===== src/rtl/width_conv_pkg.sv =====
// Shared widths for the 128<->24 bit width converters.
// Group constants describe the 3-in / 16-out alignment period.
package width_conv_pkg;
   localparam int IN_W                = 128;
   localparam int OUT_W               = 24;
   localparam int BUF_W               = IN_W + OUT_W;
   localparam int CNT_W               = $clog2(BUF_W + 1);
   localparam int WORDS_PER_GROUP_IN  = 3;
   localparam int WORDS_PER_GROUP_OUT = 16;
endpackage


===== src/rtl/width_128to24.sv =====
// Unpacks 128-bit words into 24-bit words MSB-first, carrying bits across words.
// Define WIDTH_128TO24_OVERLAP_EN to allow push and pop in the same cycle (no bubble).
module width_128to24 #(
   parameter int IN_W  = width_conv_pkg::IN_W,
   parameter int OUT_W = width_conv_pkg::OUT_W
) (
   input  logic             clk,
   input  logic             rst_n,
   input  logic             valid_in,
   output logic             ready_in,
   input  logic [IN_W-1:0]  data_in,
   output logic             valid_out,
   input  logic             ready_out,
   output logic [OUT_W-1:0] data_out
);
   localparam int BUF_W = IN_W + OUT_W;
   localparam int CNT_W = $clog2(BUF_W + 1);
   localparam logic [CNT_W-1:0] C_IN   = CNT_W'(IN_W);
   localparam logic [CNT_W-1:0] C_OUT  = CNT_W'(OUT_W);
   localparam logic [CNT_W-1:0] C_2OUT = CNT_W'(2 * OUT_W);

   logic [BUF_W-1:0] r_buf;
   logic [CNT_W-1:0] r_cnt;
   logic             r_valid_out;

   logic             w_push, w_pop;
   logic [BUF_W-1:0] w_buf_sh, w_buf_nx;
   logic [CNT_W-1:0] w_cnt_sh, w_cnt_nx;

`ifdef WIDTH_128TO24_OVERLAP_EN
   assign ready_in = (r_cnt < C_OUT) || (r_cnt < C_2OUT && r_valid_out && ready_out);
`else
   assign ready_in = (r_cnt < C_OUT);
`endif

   assign w_push    = valid_in && ready_in;
   assign w_pop     = r_valid_out && ready_out;
   assign valid_out = r_valid_out;
   assign data_out  = r_buf[BUF_W-1 -: OUT_W];

   // Pop first, then append the new word directly below the surviving valid bits.
   always_comb begin
      w_buf_sh = w_pop ? (r_buf << OUT_W) : r_buf;
      w_cnt_sh = w_pop ? (r_cnt - C_OUT) : r_cnt;
      w_buf_nx = w_buf_sh;
      w_cnt_nx = w_cnt_sh;
      if (w_push) begin
         w_buf_nx = w_buf_sh | ({data_in, {OUT_W{1'b0}}} >> w_cnt_sh);
         w_cnt_nx = w_cnt_sh + C_IN;
      end
   end

   always_ff @(posedge clk or negedge rst_n) begin
      if (!rst_n) begin
         r_buf       <= '0;
         r_cnt       <= '0;
         r_valid_out <= 1'b0;
      end else begin
         r_buf       <= w_buf_nx;
         r_cnt       <= w_cnt_nx;
         r_valid_out <= (w_cnt_nx >= C_OUT);
      end
   end
endmodule

===== config.mk =====
export PLATFORM = sky130hd
export DESIGN_NAME = width_128to24
export DESIGN_NICKNAME = d
export VERILOG_FILES = /design/src/rtl/width_conv_pkg.sv /design/src/rtl/width_128to24.sv
export SDC_FILE = /design/constraint.sdc
export NUM_CORES = 1
export LEC_CHECK = 0
export BUFFER_PORTS_ARGS = -buffer_cell sky130_fd_sc_hd__buf_2
export CORE_MARGIN = 4
export CORE_UTILIZATION = 53
export CTS_CLUSTER_SIZE = 30
export DETAILED_ROUTE_END_ITERATION = 7
export MAX_ROUTING_LAYER = met4
export PLACE_DENSITY = 0.78
export SYNTH_ARGS = -nofsm -noshare
export SYNTH_HDL_FRONTEND = slang
export SYNTH_SLANG_ARGS = --single-unit

===== constraint.sdc =====
create_clock -name clk -period 2.25 [get_ports clk]
set_input_delay 0.225 -clock clk [delete_from_list [all_inputs] [get_ports clk]]
set_output_delay 0.225 -clock clk [all_outputs]
set_load 0.05 [all_outputs]

==> flow_summary.ini, run 1 <==
[pwr]
pwr_density_cell_nw_per_um2 = 1620
leakagePower_nw = 6.37
ir_worst_vdd_uv = 805

[placement]
dpl.cell_count = 1607
gp_congestion = 1.01
hpwl_um = 29800
portBuffers = 157

[clock_network]
clk_latency_ns = 0.43
clock_sinks = 158
clk_path_buf_depth = 2
cts_max_level = 4
cts_buffers = 17
cts.clk_slew.worst_paths_ns = 0.07
tritoncts = built
clockRootBuffer = clkbuf_16

[synth]
synthesis.area_um2 = 10400
synth_cell_types = 59
ys_warn_count = 0
syn_inst = 1180
syn_avg_cell_area_um2 = 8.85
synth_fp_nets = 1313
ys_seq_area_share_pct = 37.9
synth-seq-cells = 158

[worst_setup_path]
cpMostUsedCell = buf_4
r2r_slack_ns = -0.08
rr_startpoint = r_cnt[3]
arrival_ns = 2.68
crit_type = flop to flop
critPathBufInv = 4
end_kind = flop
startpoint_type = flop
cp_cell_sequence = nand3b_1 > and2_4 > buf_6 > clkbuf_16 > mux2i_1 > buf_4 > a211oi_2 > nor3_2 > buf_4 > o22ai_1
cp_top_family = simple AND/OR/NAND/NOR gates
r2r_end = r_buf[45]
cp.required_ns = 2.60
crit_path_max_fanout = 7
rr_worst_depth = 10
crit_path_max_incr_delay_ns = 0.45
slowest_stage = dfrtp_2

[drt]
drc = 0
post_drt_wl_per_cell_um = 25.9
dr.pass1.iters = 6
drt-total-wl_um = 43300
ant_nets = 0
vias = 11200
via_per_inst = 6.71
drt_iter0_markers = 1765

[timing]
fin_crit_sh_pct = 103
hold-worst-slack_ns = 0.115
timing.fmax_mhz = 430
tightest_slew_ns = 0.758
slew-limit-headroom_pct = 49.5
fin_skew_ns = 0.0102
setup_viol = 12
slew_violations = 0
fin_ws_ns = -0.0777
hold_viol_final = 0
grt_setup_unrepaired = yes
post-route-min-period_ns = 2.33

[global_routing]
antenna_found_initial = 1
grt_start_max_net_pins = 73
grt_pass1_vias = 10300
track_usage_pct = 37.4
grt_pass1_wl_um = 61600
grt.overflow.total = 0

[die]
core_um2 = 19400
fp.dieW_um = 148
chipHeight_um = 148
die_area_um2 = 22000
ios = 158
start_util_pct = 53.8
std_cell_rows = 51

[cells_and_area]
drive_gt1_share_pct = 32.7
final_cells = 1676
syn_to_final_growth_pct = 31.3
layout_common_cells = nor2_1 (159), buf_2 (156), dfrtp_1 (156)
final_common_cell = nor2_1
final_net_count = 1531
fillerInstances = 1457

[worst_hold_path]
hp-start = data_in[127]
worst_hold_path.endpoint = r_buf[151]
hold_depth = 2
timing.hold.worst.class = input port to flop

[status]
violations = setup timing
status = finished with violations

[job]
max_cap_viol_count = 0
-- metrics by stage --
stage | cell area (um2) | setup WS, ns | power [mW] | utilization (%) | TNS, ns
floorplan | 10500 | -0.241 | 12.5 | - | -3.60
global placement | 12100 | -0.0964 | 16.3 | 62.4 | -0.665
detailed placement | 12100 | -0.134 | 16.6 | 62.4 | -1.70
CTS | 12900 | -0.0149 | 20.0 | 66.6 | -0.0149
global route | 13700 | -0.0950 | 23.0 | 70.7 | -1.23
finish | 13700 | -0.0777 | 22.2 | 70.7 | -0.253
-- synthesized netlist by cell type (all sizes together) --
library cell  instances  area share (%)
a2111oi               1            0.26
a211oi               37             2.7
a21bo                 1            0.16
a21boi                1           0.072
a21o                  8            0.58
a21oi                24             1.2
a221o                 2            0.19
a221oi               22             2.0
a22oi                24             1.7
a2bb2oi               6            0.50
a31oi                 6            0.36
a32oi                 1           0.084
and2                 13            0.80
and3                 21             1.3
buf                  66             4.4
clkbuf               55             2.0
clkinv                1           0.036
dfrtp               158              38
ha                    1            0.12
inv                   5            0.18
mux2                 14             1.5
mux2i               171              16
mux4                  1            0.22
nand2               135             4.9
nand2b                1           0.060
nand3                21             1.0
nand3b                1           0.072
nor2                165             6.2
nor3                 19             1.1
nor4                  1           0.060
o2111ai               1           0.084
o211a                 2            0.19
o211ai               10            0.72
o21ai                88             4.2
o21bai                7            0.50
o221ai               16             1.3
o22ai                45             2.7
o2bb2ai              20             1.7
o311ai                1           0.084
o31a                  1           0.084
o31ai                 1           0.072
or2                   1           0.060
or3                   2            0.12
xnor2                 2            0.17
xor2                  1           0.084
-- sequential cells by signal, summed over array words and instances (netlist names) --
| register | cells |
|---|---|
| r_cnt | 5 |
| valid_out | 1 |
| r_buf | 152 |
-- worst max-delay path by stage --
stage	from	to	cells after the start
detailed placement	r_cnt[3]	r_buf[36]	8
CTS	r_cnt[3]	r_buf[49]	9
global route	r_cnt[3]	r_buf[45]	10
floorplan	r_cnt[3]	r_buf[144]	8
global placement	r_cnt[3]	r_buf[49]	8
finish	r_cnt[3]	r_buf[45]	10
-- area by class of cell --
class                           count  area, um2  share of cell area (%)
Multi-Input combinational cell    896       6290                    45.9
Sequential cell                   158       3960                    28.9
Timing Repair Buffer              319       2530                    18.5
Clock buffer                       21        450                    3.29
Tap cell                          265        332                    2.42
Clock inverter                     10        114                   0.830
Inverter                            6       31.3                   0.228
Antenna cell                        1       2.50                  0.0183
-- metal layers --
metal	GRT usage (%)	up-vias	routed length, um
li1	-	4742	-
met1	53.6	5291	17000
met2	51.1	1033	18400
met3	11.7	174	6090
met4	11.1	0	1900
met5	-	-	0
-- cells by family after synthesis --
logic type                 after synthesis  share of synthesized area [%]
and+or+nand+nor                        380                           15.6
xor gates and xnor gates                 3                          0.252
buffers and inverters                  127                           6.63
adders and majority gates                1                          0.120
DFF                                    158                           37.9
muxes                                  186                           18.1
AOI/OAI and AO/OA                      325                           21.4
-- where the power goes --
group	internal [mW]	switching, mW
Combinational	6.15	8.27
Sequential	4.06	0.919
Clock	1.66	1.20
-- what timing repair did --
action / 4_1_cts / 5_1_grt
endpoints found under the hold margin: 49 / 0
pin swaps: 2 / 12
setup buffers: 5 / 21
cloned: 2 / 8
hold buffers: 1 / 0
endpoints found under the setup margin: 48 / 86
resized for setup: 30 / 105
(Power assumes the default switching activity.)
==> run 2, diff against run 1 <==
--- a/config.mk
+++ b/config.mk
@@ -6,12 +6,14 @@
 export NUM_CORES = 1
 export LEC_CHECK = 0
 export BUFFER_PORTS_ARGS = -buffer_cell sky130_fd_sc_hd__buf_2
+export CAP_MARGIN = 20
 export CORE_MARGIN = 4
-export CORE_UTILIZATION = 53
+export CORE_UTILIZATION = 50
 export CTS_CLUSTER_SIZE = 30
 export DETAILED_ROUTE_END_ITERATION = 7
 export MAX_ROUTING_LAYER = met4
-export PLACE_DENSITY = 0.78
+export PLACE_DENSITY = 0.74
 export SYNTH_ARGS = -nofsm -noshare
 export SYNTH_HDL_FRONTEND = slang
 export SYNTH_SLANG_ARGS = --single-unit
+export TNS_END_PERCENT = 20
==> flow_summary.ini, run 2 (synthesis results as in run 1) <==
[status]
status = finished with violations
violations = setup timing

[global_routing]
grt.overflow.total = 0
grt_pass1_vias = 10300
track_usage_pct = 35.7
grt_pass1_wl_um = 62900
grt_start_max_net_pins = 122
antenna_found_initial = 1

[worst_setup_path]
cp.required_ns = 2.55
arrival_ns = 2.63
r2r_slack_ns = -0.08
r2r_end = r_buf[75]
end_kind = flop
crit_path_max_incr_delay_ns = 0.42
slowest_stage = dfrtp_2
rr_worst_depth = 9
rr_startpoint = r_cnt[3]
crit_type = flop to flop
startpoint_type = flop
cpMostUsedCell = buf_6
cp_top_family = compound AO/OA/AOI/OAI gates
crit_path_max_fanout = 7
cp_cell_sequence = buf_6 > a21bo_4 > and2_4 > buf_12 > buf_6 > mux2i_4 > mux2i_2 > a221oi_2 > o21ai_1
critPathBufInv = 3

[drt]
dr.pass1.iters = 6
drc = 0
vias = 11000
drt-total-wl_um = 42600
via_per_inst = 6.44
ant_nets = 0
drt_iter0_markers = 1370
post_drt_wl_per_cell_um = 24.9

[pwr]
leakagePower_nw = 6.45
p_sw_share_pct = 46.5
pwr_density_cell_nw_per_um2 = 1600
internal_power_mw = 12.1
p_sw_mw = 10.5
finalPower_mw = 22.6
clockPowerShare_pct = 13.1
power_frac_seq_pct = 21.8
ir_worst_vdd_uv = 852
pwr-share-comb_pct = 65.1

[timing]
fin_crit_sh_pct = 103
fin_skew_ns = 0.0104
tns_ns = -0.527
post-route-min-period_ns = 2.33
tightest_slew_ns = 0.657
fin_ws_ns = -0.0787
timing.fmax_mhz = 429
slew_violations = 0
grt_setup_unrepaired = yes
setup_viol = 20
hold_viol_final = 0
hold-worst-slack_ns = 0.106
slew-limit-headroom_pct = 56.2

[clock_network]
clk_path_buf_depth = 2
cts.clk_slew.worst_paths_ns = 0.07
tritoncts = built
clk_latency_ns = 0.43
cts_buffers = 17
cts_max_level = 4
clock_sinks = 158
clockRootBuffer = clkbuf_16

[cells_and_area]
final_net_count = 1559
final_cells = 1710
layout_common_cells = nor2_1 (159), buf_2 (156), dfrtp_1 (156)
syn_to_final_growth_pct = 35.2
drive_gt1_share_pct = 36.8
final_area_um2 = 14100
largest-register = r_buf
final_common_cell = nor2_1
largest_reg_flops = 152

[placement]
place_area_um2 = 12400
dpl.cell_count = 1654
hpwl_um = 30100
portBuffers = 157
gp_congestion = 0.946

[die]
die_area_um2 = 23300
chipHeight_um = 153
std_cell_rows = 52
start_util_pct = 51.3
core_um2 = 20400
ios = 158
fp.dieW_um = 153

[worst_hold_path]
hold_depth = 2
hp-start = data_in[125]
worst_hold_path.endpoint = r_buf[149]
timing.hold.worst.class = input port to flop

[job]
max_cap_viol_count = 0
run 2: worst max path at each step:
stage	from	to	slack (ns)	depth (start not counted)
finish	r_cnt[3]	r_buf[75]	-0.08	9
global route	r_cnt[3]	r_buf[75]	-0.13	9
CTS	r_cnt[3]	r_buf[35]	-0.05	10
detailed placement	r_cnt[3]	r_buf[36]	-0.24	9
global placement	r_cnt[3]	r_buf[36]	-0.20	9
floorplan	r_cnt[3]	r_buf[144]	-0.24	8
run 2: metrics by stage:
stage	util, %	setup WS, ns
2_1_floorplan	-	-0.241
4_1_cts	66.4	-0.0473
3_3_place_gp	60.8	-0.199
6_report	69.3	-0.0787
5_1_grt	69.3	-0.127
3_5_place_dp	60.8	-0.238
run 2: final cells by class:
cell class,instances,area (um2)
antenna,1,2.50
clock buffer,18,439
clock inverter,14,156
fill,1574,6250
inverter,6,27.5
multi-input combinational,896,6580
sequential,158,3960
tap,270,338
timing repair buffer,347,2620
run 2: power groups by stage:
stage               combinational, mW  sequential (mW)  clock [mW]
global placement                 12.0             4.86           0
detailed placement               12.1             4.90           0
CTS                              13.2             4.87        2.98
finish                           14.7             4.92        2.96
floorplan                        7.86             4.61           0
global route                     15.4             5.03        3.09
run 2: worst reg2reg max path: cells and delay by family (launching register included):
family	cells	cell delay (ns)
multiplexers	2	0.42
AO/OA/AOI/OAI	3	0.60
flip-flops	1	0.42
buffers and inverters	3	0.47
AND/OR/NAND/NOR	1	0.29
run 2: what timing repair did:
item / in CTS / in global routing
resized for setup: 100 / 105
setup endpoints to repair: 117 / 117
pin swaps: 9 / 18
buffers inserted: 7 / 11
gates cloned: 3 / 3
hold buffers: 1 / 0
hold endpoints to repair: 43 / 0
run 2: per-layer routing:
metal / vias up / share of wire (%) / GRT usage, %
met5: - / 0 / -
met4: 0 / 2.4 / 7.76
met3: 99 / 12 / 9.91
met2: 819 / 43 / 50.9
met1: 5303 / 42 / 51.3
li1: 4799 / - / -
